$ cat config.mk
export PLATFORM = sky130hd
export DESIGN_NAME = usart_rx
export DESIGN_NICKNAME = d
export VERILOG_FILES = /design/src/rtl/usart_pkg.sv /design/src/rtl/usart_fifo.sv /design/src/rtl/usart_rx.sv
export SDC_FILE = /design/constraint.sdc
export NUM_CORES = 1
export LEC_CHECK = 0
export BUFFER_PORTS_ARGS = -buffer_cell sky130_fd_sc_hd__clkbuf_2
export CORE_MARGIN = 2
export CORE_UTILIZATION = 50
export CTS_CLUSTER_DIAMETER = 80
export DETAILED_ROUTE_END_ITERATION = 10
export PLACE_DENSITY = 0.66
export RECOVER_POWER = 100
export SYNTH_ARGS = -nofsm -noshare
export SYNTH_HDL_FRONTEND = slang
export SYNTH_SLANG_ARGS = --single-unit
$ cat constraint.sdc
create_clock -name clk -period 5.3 [get_ports clk]
set_input_delay 0.795 -clock clk [delete_from_list [all_inputs] [get_ports clk]]
set_output_delay 0.795 -clock clk [all_outputs]
set_load 0.005 [all_outputs]
$ cat src/rtl/usart_pkg.sv
// Shared USART definitions: receiver FSM encoding, default line settings and
// the elaboration-time helpers used to size counters and pointers.
package usart_pkg;

  typedef enum logic [1:0] {
    IDLE  = 2'd0,
    START = 2'd1,
    DATA  = 2'd2,
    STOP  = 2'd3
  } rx_state_t;

  localparam int DEFAULT_CLK_FREQ  = 100000000;
  localparam int DEFAULT_BAUD_RATE = 115200;

  function automatic int clog2(input int value);
    int result;
    int rem;
    result = 0;
    rem    = value - 1;
    while (rem > 0) begin
      result = result + 1;
      rem    = rem >> 1;
    end
    return result;
  endfunction

  function automatic int clks_per_bit(input int clk_freq, input int baud_rate);
    return clk_freq / baud_rate;
  endfunction

endpackage

$ cat src/rtl/usart_fifo.sv
// Synchronous show-ahead FIFO: rd_data always presents the head entry, and a
// pop while full frees the slot for a simultaneous push.
module usart_fifo
  import usart_pkg::*;
#(
  parameter int WIDTH = 8,
  parameter int DEPTH = 16
) (
  input  logic             clk,
  input  logic             reset,
  input  logic             wr_en,
  input  logic [WIDTH-1:0] wr_data,
  input  logic             rd_en,
  output logic [WIDTH-1:0] rd_data,
  output logic             empty,
  output logic             full
);

  localparam int AW = clog2(DEPTH);
  localparam logic [AW:0] FULL_CNT = DEPTH[AW:0];

  logic [WIDTH-1:0] mem [DEPTH];
  logic [AW-1:0]    wr_ptr;
  logic [AW-1:0]    rd_ptr;
  logic [AW:0]      count;
  logic             do_wr;
  logic             do_rd;

  assign empty = (count == '0);
  assign full  = (count == FULL_CNT);
  assign do_rd = rd_en & ~empty;
  assign do_wr = wr_en & (~full | do_rd);
  assign rd_data = mem[rd_ptr];

  always_ff @(posedge clk) begin
    if (!reset) begin
      wr_ptr <= '0;
      rd_ptr <= '0;
      count  <= '0;
    end else begin
      if (do_wr) wr_ptr <= wr_ptr + AW'(1);
      if (do_rd) rd_ptr <= rd_ptr + AW'(1);
      case ({do_wr, do_rd})
        2'b10:   count <= count + (AW+1)'(1);
        2'b01:   count <= count - (AW+1)'(1);
        default: count <= count;
      endcase
    end
  end

  // Storage carries no reset; only the pointers define what is valid.
  always_ff @(posedge clk) begin
    if (do_wr) mem[wr_ptr] <= wr_data;
  end

endmodule

$ cat src/rtl/usart_rx.sv
// 8N1-style UART receiver: synchronizes rx, frames characters LSB first at
// mid-bit sample points and buffers good bytes in a show-ahead FIFO.
module usart_rx
  import usart_pkg::*;
#(
  parameter int CLK_FREQ     = DEFAULT_CLK_FREQ,
  parameter int BAUD_RATE    = DEFAULT_BAUD_RATE,
  parameter int CLKS_PER_BIT = clks_per_bit(CLK_FREQ, BAUD_RATE),
  parameter int DATA_BIT     = 8,
  parameter int FIFO_DEPTH   = 16
) (
  input  logic                clk,
  input  logic                reset,
  input  logic                rx,
  input  logic                rd_en,
  output logic [DATA_BIT-1:0] rd_data,
  output logic                empty,
  output logic                full,
  output logic                frame_err,
  output logic                overrun
);

  localparam int CW = clog2(CLKS_PER_BIT) + 1;
  localparam int IW = clog2(DATA_BIT + 1);
  localparam logic [CW-1:0] HALF_M1  = CW'(CLKS_PER_BIT / 2 - 1);
  localparam logic [CW-1:0] FULL_M1  = CW'(CLKS_PER_BIT - 1);
  localparam logic [IW-1:0] LAST_IDX = IW'(DATA_BIT - 1);

  rx_state_t           state;
  rx_state_t           state_n;
  logic                rx_p0;
  logic                rx_s;
  logic                rx_d;
  logic [CW-1:0]       cnt;
  logic [CW-1:0]       cnt_n;
  logic [IW-1:0]       bit_idx;
  logic [IW-1:0]       idx_n;
  logic [DATA_BIT-1:0] shift_reg;
  logic [DATA_BIT-1:0] shift_n;
  logic                stop_smp;
  logic                pop;
  logic                push;
  logic                fe_n;
  logic                ov_n;

  assign pop  = rd_en & ~empty;
  // A pop in the stop-sample cycle frees a slot, so a full FIFO still accepts.
  assign push = stop_smp & rx_s & (~full | pop);
  assign fe_n = stop_smp & ~rx_s;
  assign ov_n = stop_smp & rx_s & full & ~pop;

  always_comb begin
    state_n  = state;
    cnt_n    = cnt + CW'(1);
    idx_n    = bit_idx;
    shift_n  = shift_reg;
    stop_smp = 1'b0;
    case (state)
      IDLE: begin
        cnt_n = '0;
        if (rx_d && !rx_s) state_n = START;
      end
      START: begin
        if (cnt == HALF_M1) begin
          cnt_n = '0;
          if (!rx_s) begin
            idx_n   = '0;
            state_n = DATA;
          end else begin
            state_n = IDLE;
          end
        end
      end
      DATA: begin
        if (cnt == FULL_M1) begin
          cnt_n = '0;
          for (int i = 0; i < DATA_BIT; i++) begin
            if (bit_idx == IW'(i)) shift_n[i] = rx_s;
          end
          if (bit_idx == LAST_IDX) state_n = STOP;
          else                     idx_n   = bit_idx + IW'(1);
        end
      end
      STOP: begin
        // Leave mid-stop-bit so the next start edge is never missed.
        if (cnt == FULL_M1) begin
          cnt_n    = '0;
          stop_smp = 1'b1;
          state_n  = IDLE;
        end
      end
      default: state_n = IDLE;
    endcase
  end

  // Synchronizer and framing control
  always_ff @(posedge clk) begin
    if (!reset) begin
      rx_p0     <= 1'b1;
      rx_s      <= 1'b1;
      rx_d      <= 1'b1;
      state     <= IDLE;
      cnt       <= '0;
      bit_idx   <= '0;
      frame_err <= 1'b0;
      overrun   <= 1'b0;
    end else begin
      rx_p0     <= rx;
      rx_s      <= rx_p0;
      rx_d      <= rx_s;
      state     <= state_n;
      cnt       <= cnt_n;
      bit_idx   <= idx_n;
      frame_err <= fe_n;
      overrun   <= ov_n;
    end
  end

  always_ff @(posedge clk) begin
    shift_reg <= shift_n;
  end

  usart_fifo #(
    .WIDTH (DATA_BIT),
    .DEPTH (FIFO_DEPTH)
  ) u_fifo (
    .clk     (clk),
    .reset   (reset),
    .wr_en   (push),
    .wr_data (shift_reg),
    .rd_en   (rd_en),
    .rd_data (rd_data),
    .empty   (empty),
    .full    (full)
  );

endmodule

==> results.md <==
- 1st-iter DRT viols: 256
- Number of core rows: between 40 and 50
- Critical Path RT: approximately 4.5 ns
- Cells along the critical path: buf_4, mux4_2, mux4_2, clkbuf_1
- CP peak stage delay: 1.38 ns
- Crit path max fanout: 23
- Run status: finished, violations left
- Grt total ovfl: 0
- Cts repair resizes: 0
- Vias in the first global route: 3711
- Critical path class: reg2out
- CTS clock-pin slew for the worst setup and hold paths: 0.06 ns
- Routed WL: 12710 µm
- Num CTS Buffers: 17
- Crit path time final: 4.175 ns
- Fin cells: 650
- Num Clock Sinks: 175
- Setup crit end kind: primary output
- Max-slew violations: 60
- Worst hold-check path type: reg2reg
- Post-CTS Setup Bufs: 0
- Post-synthesis cell count: 440
- Number of hold violations in the final report: 0
- Hpwl dp: 8381 µm
- Clock share of power: 0.462
- Placer Congestion: 0.8122
- Post-route ant nets: 0
- Sw frac: 0.1798
- Placed Instances: 618
- EDFF count, synth: 136
- Comb pwr share: 0.004
- Die Y: 124.7 µm
- Slew @ Worst Pin: 1.629 ns
- Dominant cells by area after synthesis: edfxtp_1 (56%), mux4_2 (12%), dfxtp_1 (11%), ha_1 (2.6%), nor2_1 (1.9%)
- Syn avg cell area: 16.54 µm²
- CTS tree: yes
- Pre-CTS worst setup slack: 1.975 ns
- Initial antenna violation count: 0
- Die area: 15540 µm²
- Area Overhead vs Synth: 9.935%
- Via/cell ratio: 5.677
- H-tree depth: 4
- Vias after detailed routing: between 3000 and 4000
- Top delay family on crit path: flip-flops
- Skew-Pair Late Insertion Delay: 0.42 ns
- Final core occ: 0.5569
- Worst path slowest cell: dfxtp_1
- Finish-stage setup viols: 0
- Final clock skew: 0.004890 ns
- F_max: 239.5 MHz
- # IOs: 16
- RSZ-0062 raised after global routing: no
- Detailed-route wire length per cell: 19.56 µm
- Mapped Area: 7279 µm²
- Drt first pass iters: 4
- Psw: 0.4920 mW
- Core area: roughly 14000 µm²
- Internal: 2.244 mW
- Violated checks: capacitance limit, slew limit
- Slew headroom: -0.09410
- Post-synth top area cell: edfxtp_1
- DR DRC count: 0
- Buffers and inverters on the worst path: 2
- CTS root buffer: clkbuf_16
- IO buf count: 15
- Count of cell types in the netlist: 52
- Part of the power in registers: 0.535
- Worst IR drop on VDD: 0.0002242 V
- N_diodes: 0
- Initial core utilization: 0.5066
- Cell repeated most along the worst path: mux4_2
- Leakage: between 2 and 3 nW
- Startpoint types: flip-flop
- Period Utilization, post-route: 0.7878
- Largest net degree at the start of global routing: 33
- First-pass GRT wire length: 20130 µm
- Fin nets: ~470
- Syn Nets: 459
- Top cell type's share of synthesized area: 0.5610
- Setup TNS: 0 ns
- PwrDens: 341.9 nW/µm²
- Async S/R FF share, synth: 0
- Ratio of cells with drive above 1 in the final layout: 0.1803
- Max reg flops: 128
- Setup slack after layout: around 1.1 ns
- Hold slack: ~0.41 ns
- Total GRT Usage: 0.1741
- Sequential fraction of the synthesis area: 0.6683
- Fillers: 1109
- CTS Buffer Depth: 2
- Yosys reg bits: 175
- Top_reg_cell synth: edfxtp_1
- # hold bufs at CTS: 0
- Arr. time, crit path: 3.38 ns
- Die width: 124.7 µm
- Max cap viols: 5
- Yosys warns: 0
## area by class of cell
type	instances	area [µm²]	area share
multi-input combinational	229	2172	0.2714
sequential	175	4865	0.6079
inverter	13	48.80	0.006098
timing repair buffer	18	85.08	0.01063
tap	184	230.2	0.02877
clock inverter	12	168.9	0.02111
clock buffer	19	432.9	0.05410
## synthesized netlist by cell type, drive strengths merged, types with 8 or more instances
library cell	count
buf	12
dfxtp	39
and2	8
a21oi	12
nand3	11
nand4	15
ha	15
edfxtp	136
xor2	12
clkbuf	11
nor3	8
inv	13
nor2	36
mux4	40
## stage by stage
step                      total power, mW  instance area [µm²]
after global routing                2.812                 8003
final                               2.736                 8003
after floorplan                     1.499                 7279
after CTS                           2.763                 8098
after detailed placement            1.502                 7496
after global placement              1.502                 7496
## final timing paths
check	to	slack, ns	startpoint	cells past startpoint
worst min-delay path	rx_s	0.41	rx_p0	1
worst max register to register	u_fifo.count[4]	1.79	u_fifo.count[1]	10
worst min register to register	rx_s	0.41	rx_p0	1
worst max-delay path	rd_data[6]	1.12	flip-flop	4
## power groups by stage
stage          clock (mW)  combinational (mW)  sequential [mW]
3_3_place_gp            0              0.0104             1.49
6_report             1.26              0.0101             1.46
5_1_grt              1.34              0.0114             1.46
3_5_place_dp            0              0.0103             1.49
2_1_floorplan           0             0.00799             1.49
4_1_cts              1.29              0.0103             1.46
## cells by family after synthesis
logic type               after synthesis  share of synthesized area
multiplexers                          45                     0.1306
adder cells (fa/ha/maj)               15                    0.02578
AO/OA/AOI/OAI                         39                    0.03627
AND/OR/NAND/NOR                      115                    0.09711
flip-flops                           175                     0.6683
buffers and inverters                 36                    0.02389
XOR/XNOR                              15                    0.01805
## metal layers
layer,GRT usage,part of all wire,vias to the layer above
met4,0.07138,0.017,0
met1,0.2325,0.45,1842
met5,0,0,-
met3,0.04381,0.037,19
met2,0.2755,0.49,82
li1,-,-,1747
## placed cells by master, fill, tap and decap left out, types with 7 or more instances in the layout
master	count
dfxtp_1	39
edfxtp_1	136
nor3_1	7
nand2_1	7
ha_1	15
clkbuf_2	8
clkbuf_1	10
inv_1	13
clkbuf_16	17
nand4_1	15
nor2_1	36
xor2_1	12
mux4_2	40
a21oi_1	12
and2_0	8
nand3_1	11
Note: power is estimated with default switching activity, not from simulation.
